<file path="config.mk">
export PLATFORM = sky130hd
export DESIGN_NAME = m_div_control_flat
export DESIGN_NICKNAME = d
export VERILOG_FILES = /design/src/rtl/m_definitions.sv /design/src/rtl/m_div_control_if.sv /design/src/rtl/m_div_control.sv /design/src/flat_wrapper.sv
export SDC_FILE = /design/constraint.sdc
export NUM_CORES = 1
export LEC_CHECK = 0
export CAP_MARGIN = 20
export CORE_UTILIZATION = 45
export DETAILED_ROUTE_END_ITERATION = 16
export PLACE_DENSITY = 0.84
export SYNTH_ARGS = -nofsm -noshare
export SYNTH_HDL_FRONTEND = slang
export SYNTH_SLANG_ARGS = --single-unit
</file>
<file path="constraint.sdc">
create_clock -name clk -period 2.4 [get_ports clk]
set_input_delay 0.36 -clock clk [delete_from_list [all_inputs] [get_ports clk]]
set_output_delay 0.36 -clock clk [all_outputs]
set_load 0.01 [all_outputs]
</file>
<file path="src/rtl/m_definitions.sv">
`default_nettype none
// ============================================================================
// m_definitions : shared mux encodings, op and state enums for the divider
// Rev 1.0
// ============================================================================
package m_definitions;

   localparam int MUX_R_LENGTH = 2;
   localparam int MUX_D_LENGTH = 2;
   localparam int MUX_Z_LENGTH = 2;

   localparam logic [MUX_R_LENGTH-1:0] MUX_R_KEEP     = 2'd0;
   localparam logic [MUX_R_LENGTH-1:0] MUX_R_A        = 2'd1;
   localparam logic [MUX_R_LENGTH-1:0] MUX_R_A_NEG    = 2'd2;
   localparam logic [MUX_R_LENGTH-1:0] MUX_R_SUB_KEEP = 2'd3;

   localparam logic [MUX_D_LENGTH-1:0] MUX_D_KEEP  = 2'd0;
   localparam logic [MUX_D_LENGTH-1:0] MUX_D_B     = 2'd1;
   localparam logic [MUX_D_LENGTH-1:0] MUX_D_B_NEG = 2'd2;
   localparam logic [MUX_D_LENGTH-1:0] MUX_D_SHR   = 2'd3;

   localparam logic [MUX_Z_LENGTH-1:0] MUX_Z_KEEP    = 2'd0;
   localparam logic [MUX_Z_LENGTH-1:0] MUX_Z_ZERO    = 2'd1;
   localparam logic [MUX_Z_LENGTH-1:0] MUX_Z_SHL_ADD = 2'd2;

   typedef enum logic [1:0] {
      OP_DIV  = 2'b00,
      OP_DIVU = 2'b01,
      OP_REM  = 2'b10,
      OP_REMU = 2'b11
   } div_op_e;

   localparam logic [1:0] S_IDLE = 2'd0;
   localparam logic [1:0] S_ITER = 2'd1;
   localparam logic [1:0] S_DONE = 2'd2;

   typedef enum logic [1:0] {
      ST_IDLE = S_IDLE,
      ST_ITER = S_ITER,
      ST_DONE = S_DONE
   } div_state_e;

   // Signed variants are the ones with op bit 0 clear.
   function automatic logic is_signed_op(input div_op_e op);
      return !op[0];
   endfunction

endpackage
`default_nettype wire

</file>
<file path="src/rtl/m_div_control_if.sv">
`default_nettype none
// ============================================================================
// m_div_control_if : handshake and mux-select bundle between core and divider
// Rev 1.0
// ============================================================================
interface m_div_control_if;
   import m_definitions::*;

   logic                    start;
   logic [1:0]              op;
   logic                    rs1_sign;
   logic                    rs2_sign;
   logic                    rs2_zero;
   logic                    flush;
   logic                    sub_neg;
   logic [MUX_R_LENGTH-1:0] mux_R;
   logic [MUX_D_LENGTH-1:0] mux_D;
   logic [MUX_Z_LENGTH-1:0] mux_Z;
   logic                    busy;
   logic                    done;
   logic                    result_sel;
   logic                    negate_result;

   modport master (
      output start, op, rs1_sign, rs2_sign, rs2_zero, flush, sub_neg,
      input  mux_R, mux_D, mux_Z, busy, done, result_sel, negate_result
   );

   modport slave (
      input  start, op, rs1_sign, rs2_sign, rs2_zero, flush, sub_neg,
      output mux_R, mux_D, mux_Z, busy, done, result_sel, negate_result
   );

endinterface
`default_nettype wire

</file>
<file path="src/rtl/m_div_control.sv">
`default_nettype none
// ============================================================================
// m_div_control : sequencer for a 32-iteration radix-2 divide/remainder unit
// Rev 1.0
// ============================================================================
module m_div_control
   import m_definitions::*;
(
   input  logic           clk,
   input  logic           resetn,
   m_div_control_if.slave bus
);

   div_state_e r_state;
   logic [4:0] r_count;
   div_op_e    r_op;
   logic       r_rs1_sign;
   logic       r_rs2_sign;
   logic       r_rs2_zero;

   logic       w_accept;
   logic       w_last;
   logic       w_unused_sub_neg;

   // sub_neg steers the datapath only; the sequence length is fixed.
   assign w_unused_sub_neg = bus.sub_neg;
   assign w_accept         = (r_state == ST_IDLE) && bus.start && !bus.flush;
   assign w_last           = (r_count == 5'd31);

   always_ff @(posedge clk or negedge resetn) begin
      if (!resetn) begin
         r_state    <= ST_IDLE;
         r_count    <= 5'd0;
         r_op       <= OP_DIV;
         r_rs1_sign <= 1'b0;
         r_rs2_sign <= 1'b0;
         r_rs2_zero <= 1'b0;
      end else if (bus.flush) begin
         r_state <= ST_IDLE;
      end else begin
         case (r_state)
            ST_IDLE: begin
               if (w_accept) begin
                  r_state    <= ST_ITER;
                  r_count    <= 5'd0;
                  r_op       <= div_op_e'(bus.op);
                  r_rs1_sign <= bus.rs1_sign;
                  r_rs2_sign <= bus.rs2_sign;
                  r_rs2_zero <= bus.rs2_zero;
               end
            end
            ST_ITER: begin
               if (w_last) begin
                  r_state <= ST_DONE;
               end else begin
                  r_count <= r_count + 5'd1;
               end
            end
            ST_DONE: r_state <= ST_IDLE;
            default: r_state <= ST_IDLE;
         endcase
      end
   end

   // Reset and flush both force every select back to KEEP in the same cycle.
   always_comb begin
      bus.mux_R = MUX_R_KEEP;
      bus.mux_D = MUX_D_KEEP;
      bus.mux_Z = MUX_Z_KEEP;
      bus.done  = 1'b0;
      if (resetn && !bus.flush) begin
         case (r_state)
            ST_IDLE: begin
               if (bus.start) begin
                  bus.mux_R = (is_signed_op(div_op_e'(bus.op)) && bus.rs1_sign) ? MUX_R_A_NEG : MUX_R_A;
                  bus.mux_D = (is_signed_op(div_op_e'(bus.op)) && bus.rs2_sign) ? MUX_D_B_NEG : MUX_D_B;
                  bus.mux_Z = MUX_Z_ZERO;
               end
            end
            ST_ITER: begin
               bus.mux_R = MUX_R_SUB_KEEP;
               bus.mux_D = MUX_D_SHR;
               bus.mux_Z = MUX_Z_SHL_ADD;
            end
            ST_DONE: bus.done = 1'b1;
            default: ;
         endcase
      end
   end

   always_comb begin
      bus.negate_result = 1'b0;
      case (r_op)
         OP_DIV:  bus.negate_result = (r_rs1_sign ^ r_rs2_sign) & ~r_rs2_zero;
         OP_REM:  bus.negate_result = r_rs1_sign;
         default: ;
      endcase
   end

   assign bus.busy       = (r_state != ST_IDLE);
   assign bus.result_sel = r_op[1];

endmodule
`default_nettype wire

</file>
<file path="src/flat_wrapper.sv">
// flat-port wrapper written by rule: the top's interface ports become plain ports
module m_div_control_flat import m_definitions::*;
  (clk, resetn, bus_start, bus_op, bus_rs1_sign, bus_rs2_sign, bus_rs2_zero, bus_flush, bus_sub_neg, bus_mux_R, bus_mux_D, bus_mux_Z, bus_busy, bus_done, bus_result_sel, bus_negate_result);
  m_div_control_if bus_i ();
  input  logic clk;
  input  logic resetn;
  input wire logic [$bits(bus_i.start)-1:0] bus_start;
  input wire logic [$bits(bus_i.op)-1:0] bus_op;
  input wire logic [$bits(bus_i.rs1_sign)-1:0] bus_rs1_sign;
  input wire logic [$bits(bus_i.rs2_sign)-1:0] bus_rs2_sign;
  input wire logic [$bits(bus_i.rs2_zero)-1:0] bus_rs2_zero;
  input wire logic [$bits(bus_i.flush)-1:0] bus_flush;
  input wire logic [$bits(bus_i.sub_neg)-1:0] bus_sub_neg;
  output wire logic [$bits(bus_i.mux_R)-1:0] bus_mux_R;
  output wire logic [$bits(bus_i.mux_D)-1:0] bus_mux_D;
  output wire logic [$bits(bus_i.mux_Z)-1:0] bus_mux_Z;
  output wire logic [$bits(bus_i.busy)-1:0] bus_busy;
  output wire logic [$bits(bus_i.done)-1:0] bus_done;
  output wire logic [$bits(bus_i.result_sel)-1:0] bus_result_sel;
  output wire logic [$bits(bus_i.negate_result)-1:0] bus_negate_result;
  assign bus_i.start = bus_start;
  assign bus_i.op = bus_op;
  assign bus_i.rs1_sign = bus_rs1_sign;
  assign bus_i.rs2_sign = bus_rs2_sign;
  assign bus_i.rs2_zero = bus_rs2_zero;
  assign bus_i.flush = bus_flush;
  assign bus_i.sub_neg = bus_sub_neg;
  assign bus_mux_R = bus_i.mux_R;
  assign bus_mux_D = bus_i.mux_D;
  assign bus_mux_Z = bus_i.mux_Z;
  assign bus_busy = bus_i.busy;
  assign bus_done = bus_i.done;
  assign bus_result_sel = bus_i.result_sel;
  assign bus_negate_result = bus_i.negate_result;
  m_div_control u_core (.clk(clk), .resetn(resetn), .bus(bus_i));
endmodule
</file>
Yosys cells after proc, flatten, opt, wreduce, memory -nomap -nowiden --
Cells that the tools add are included.
Storage, ports and cells: bits in registers 12, bits in latches 0, bits in writable memories 0, ROM bits 0, input bits 10, output and inout bits 10, logic and storage cells 54, memories 0
Cells by class: add/subtract/negate cells 1, multipliers 0, divide/modulo/power cells 0, order comparisons 0, eq/ne operators 8, shifts and indexed selects 0, mux-type cells 21, bitwise gates (word level) 4, reduce and logical (&&, ||, !) cells 14
Operator list (number):
- two-way mux 2 bit | 10
- case mux 2 bit (2 select lines) | 4
- two-way mux 5 bit | 2
- case mux 5 bit (2 select lines) | 1
- inequality test 3 x 2 -> 1 bit (second input constant) | 2
- adder 5 x 1 -> 5 bit (second input constant) | 1
- equality test 5 bit (second input constant) | 1
- logical AND 1 bit | 5
- equality test 2 bit (second input constant) | 2
- logical NOT 2 bit | 2
- AND reduction 4 bit | 1
- nonzero test 2 bit | 2
- two-way mux 1 bit | 3
- AND reduction 3 bit | 1
- equality test 2 x 1 -> 1 bit (second input constant) | 1
- logical NOT 1 bit | 2
- inequality test 2 x 1 -> 1 bit (second input constant) | 1
- inequality test 2 bit (second input constant) | 1
- inverter 1 bit | 2
- case mux 1 bit (2 select lines) | 1
- AND reduction 2 bit | 1
- bitwise AND 1 bit | 1
- bitwise XOR 1 bit | 1

Longest topological paths before layout --
Gate-level depths: netlist (run 1).
depth after elaboration 6, gate-level depth with buffers 7

Worst setup path after synthesis (run 1) --
No wires, ideal clock.
kind flip-flop to flip-flop, from reg u_core.r_count[0], to reg u_core.r_count[2], library setup time 0.076 ns, arrival 1.704 ns, data required time 2.324 ns, path slack 0.620 ns, stages on the path, launching flop included 7, buffers on the path 0, period minus slack after synthesis 1.780 ns, path through dfrtp_1 -> ha_1 -> and3_1 -> ha_1 -> and2_0 -> or4_4 -> o21ai_1
On the way: cells in the longest elaborated chain, start to end 3
Ends and longest elaborated chain:
- from (decl) | line m_div_control.sv:15 | logic [4:0] r_count;
- from (signal assigned) | line m_div_control.sv:56 | r_count <= r_count + 5'd1;
- adder 5 x 1 -> 5 bit or equality test 5 bit (tied branches) | line m_div_control.sv:56, m_div_control.sv:28
- two-way mux 5 bit or inequality test 2 bit (tied branches)
- case mux 5 bit (2 select lines) or AND reduction 4 bit (tied branches)
Parallel ways exist; a longest one is shown, timed or not. The select of a mux whose other input is x is not followed. A chain may end at the register's enable or synchronous reset.

Final worst setup path (run 1) --
from in resetn, to out bus_mux_D[0]
On the way: cells in the longest elaborated chain, start to end 2
Ends and longest elaborated chain:
- from (decl) | line flat_wrapper.sv:6 | input logic resetn;
- logical AND 1 bit | line m_div_control.sv:71 | if (resetn && !bus.flush) begin
- two-way mux 2 bit | line m_div_control.sv:71
- to (decl) | line flat_wrapper.sv:15 | output wire logic [$bits(bus_i.mux_D)-1:0] bus_mux_D;
No other way between the ends.

==> results.toml, run 1 <==
[clock_network]
cts_setup_buffers = 0
tritoncts = "yes"
clock_path_buffers = 2
path_clk_slew_ns = 0.08
numClockSinks = 12
cts_hold_repair.buffers = 0
cts_made_buffers = 3
htreeDepth = 1
worst_skew_pair.late_latency_ns = 0.27
ctsRootBufferMaster = "clkbuf_4"
post_cts_resize_count = 0

[route]
vias = 574
wl_per_cell_microns = 13.2
first_pass_iters = 4
antenna_left = 0
drc = 0
totalWireLength_microns = 1400
via_per_inst = 5.42
drtIter0Drc = 10

[finish]
stdcell_count = 106
nFillCells = 108
drive_gt1_share_pct = 15.4
regArea_sq_um = 300
area_delta_synth_final_pct = 36.9
antenna_cells = 0
nets = 104
multi_input_area_sq_um = 360

[placement]
dp_slack_ns = 0.0342
dp_hpwl_microns = 1050
place_congestion = 0.826
io_buffers = 18
dp.cells = 102

[critical_path]
cp_max_fo = 5
crit_arrival_ns = 1.88
critical_path_class = "in -> out"
path_cells = "clkdlybuf4s50_1, nor2b_2, nand3_1, o21ai_0, clkdlybuf4s50_1"
cpPeakStageDelay_ns = 0.55
cp_slowest_cell = "clkdlybuf4s50_1"
crit_top_cell = "clkdlybuf4s50_1"
rrSetupSlack_ns = 0.41
crit_start = "resetn"
critPathBufInv = 2
critPathLaunchType = "input port"
crit_family = "buffers and inverters"
end_kind = "primary output"
r2r_start = "u_core.r_count[0]"
worstPathRequired_ns = 2.04

[global_routing]
grt_pass1_wl_microns = 2150
grt_usage_pct = 20.2
grt_remaining_overflow = 0
antenna_found_initial = 0
grt_pass1_vias = 491
grt_max_degree = 13

[sta]
period_minus_slack_ns = 2.24
finalMaxSlewViolations = 0
finalSetupViolCount = 0
setup_tns_ns = 0
period_share_pct = 93.5
fmax_mhz = 446
fin_ws_ns = 0.156
worst_clock_skew_ns = 0.00676
relSlewSlack_pct = 70.9
final-hold-violation-count = 0
worstMarginPinSlew_ns = 0.435
rsz0062_at_grt = "false"

[synth]
async_reset_ff_share_pct = 100
yosys.area.top_type = "dfrtp_1"
netlist.area_leader.share_pct = 44.3
ys.flop_type = "dfrtp_1"
synth-seq-cells = 12
synth.net_count = 80
netlist_top_cells_count = "dfrtp_1 (12), o21ai_0 (6), mux2_2 (5), nor2b_1 (5)"
synth_most_common_cell = "dfrtp_1"
avgSynthCellArea_sq_um = 9.97
synth.distinct_cells = 26
yosys-top-cells-area = "dfrtp_1 (44%), mux2_2 (8.3%), nor2b_1 (4.6%)"
synth_area_sq_um = 678
yosys_warnings = 0
syn_inst = 68
ys_seq_area_share_pct = 44.3
synth-edff-count = 0

[die]
dieArea_sq_um = 1670
die_h_microns = 40.8
rows = 13
core_area_sq_um = 1350
initial_core_util_pct = 50.2
io_pins = 20
dieWidth_microns = 40.8

[job]
drv_cap = 0

[pwr]
irDropWorstVdd_uv = 371
p_leak_nw = 0.433
fin_total_pwr_mw = 0.529
powerDensity_nw_per_um2 = 570

[outcome]
status = "complete, no violations"

[hold_path]
hp-class = "in -> async"
[worst register-to-register path: stages, from the launching register on]
cell and delay [ns]:
dfrtp_1 0.41, ha_1 0.24, and3_1 0.19, ha_1 0.18, and2_0 0.26, or3_1 0.42
o211ai_1 0.21
[cells by family after synthesis]
family	after synthesis	share of synthesized area [%]
AO/OA/AOI/OAI	14	12.7
adder cells (fa/ha/maj)	2	3.69
buffers and inverters	5	2.95
flip-flops	12	44.3
multiplexers	6	9.78
AND/OR/NAND/NOR	29	26.6
[per-stage QoR]
stage | instance area [sq um] | hold WS, ns | util (%)
floorplan | 678 | 0.0644 | -
global placement | 887 | 0.489 | 65.7
detailed placement | 887 | 0.495 | 65.7
CTS | 923 | 0.405 | 68.4
global route | 928 | 0.441 | 68.8
finish | 928 | 0.412 | 68.8
[state kept, by name, indices dropped and copies added (netlist names)]
signal / flops
u_core.r_rs2_zero: 1
u_core.r_rs2_sign: 1
u_core.r_rs1_sign: 1
u_core.r_count: 5
u_core.r_state: 2
u_core.r_op: 2
[worst paths after layout]
kind                                endpoint  cells after the start
max reg2reg                u_core.r_count[3]                      6
min in group clk           u_core.r_rs2_zero                      1
min reg2reg                u_core.r_rs2_zero                      1
max                             bus_mux_D[0]                      5
min                        u_core.r_state[1]                      2
max in group asynchronous  u_core.r_count[1]                      2
[routing by layer]
metal  GRT usage, %  vias up  share of wire [%]
li1               -      290                  -
met1           28.4      265                 50
met2           28.9       17                 46
met3           3.26        2                3.2
met4           12.5        0                1.0
met5              0        -                  0
[cell type report]
type	instances	area share, %
multi-input combinational	51	38.8
sequential	12	32.3
inverter	4	1.62
timing repair buffer	20	21.3
tap	15	2.02
clock buffer	4	3.91
[report_power, final]
group	internal [mW]	leakage, nW	switching [mW]	total (mW)
logic	0.0714	0.260	0.0499	0.121
registers	0.228	0.152	0.0217	0.250
clock network	0.0922	0.0210	0.0655	0.158
[cell usage in the layout, fill, tap and decap left out, drive strengths merged]
master and count:
and3 1, and2 1, clkdlybuf4s50 17, a21oi 1
or3 2, nor2 2, o21bai 1, clkbuf 4
or4 1, o21ai 7, nand2b 4, mux2i 1
dfrtp 12, dlymetal6s2s 1, nor2b 5, and3b 1
nor3b 4, or2 1, inv 4, o211ai 1
buf 2, nand2 4, o31ai 3, mux2 5
nand3 3, ha 2, o41ai 1
(Power assumes the default switching activity.)
==> run 2: changes to the inputs <==
--- a/config.mk
+++ b/config.mk
@@ -9,6 +9,7 @@
 export CORE_UTILIZATION = 45
 export DETAILED_ROUTE_END_ITERATION = 16
 export PLACE_DENSITY = 0.84
+export SKIP_LAST_GASP = 1
 export SYNTH_ARGS = -nofsm -noshare
 export SYNTH_HDL_FRONTEND = slang
 export SYNTH_SLANG_ARGS = --single-unit
==> results of run 2 <==
Same layout as run 1: the final DEF is identical, and so are final timing and power.
==> run 3: changes to the inputs <==
--- a/config.mk
+++ b/config.mk
@@ -8,6 +8,7 @@
 export CAP_MARGIN = 20
 export CORE_UTILIZATION = 45
 export DETAILED_ROUTE_END_ITERATION = 16
+export HOLD_SLACK_MARGIN = 0.06
 export PLACE_DENSITY = 0.84
 export SKIP_LAST_GASP = 1
 export SYNTH_ARGS = -nofsm -noshare
==> results of run 3 <==
Same layout as run 1: the final DEF is identical, and so are final timing and power.
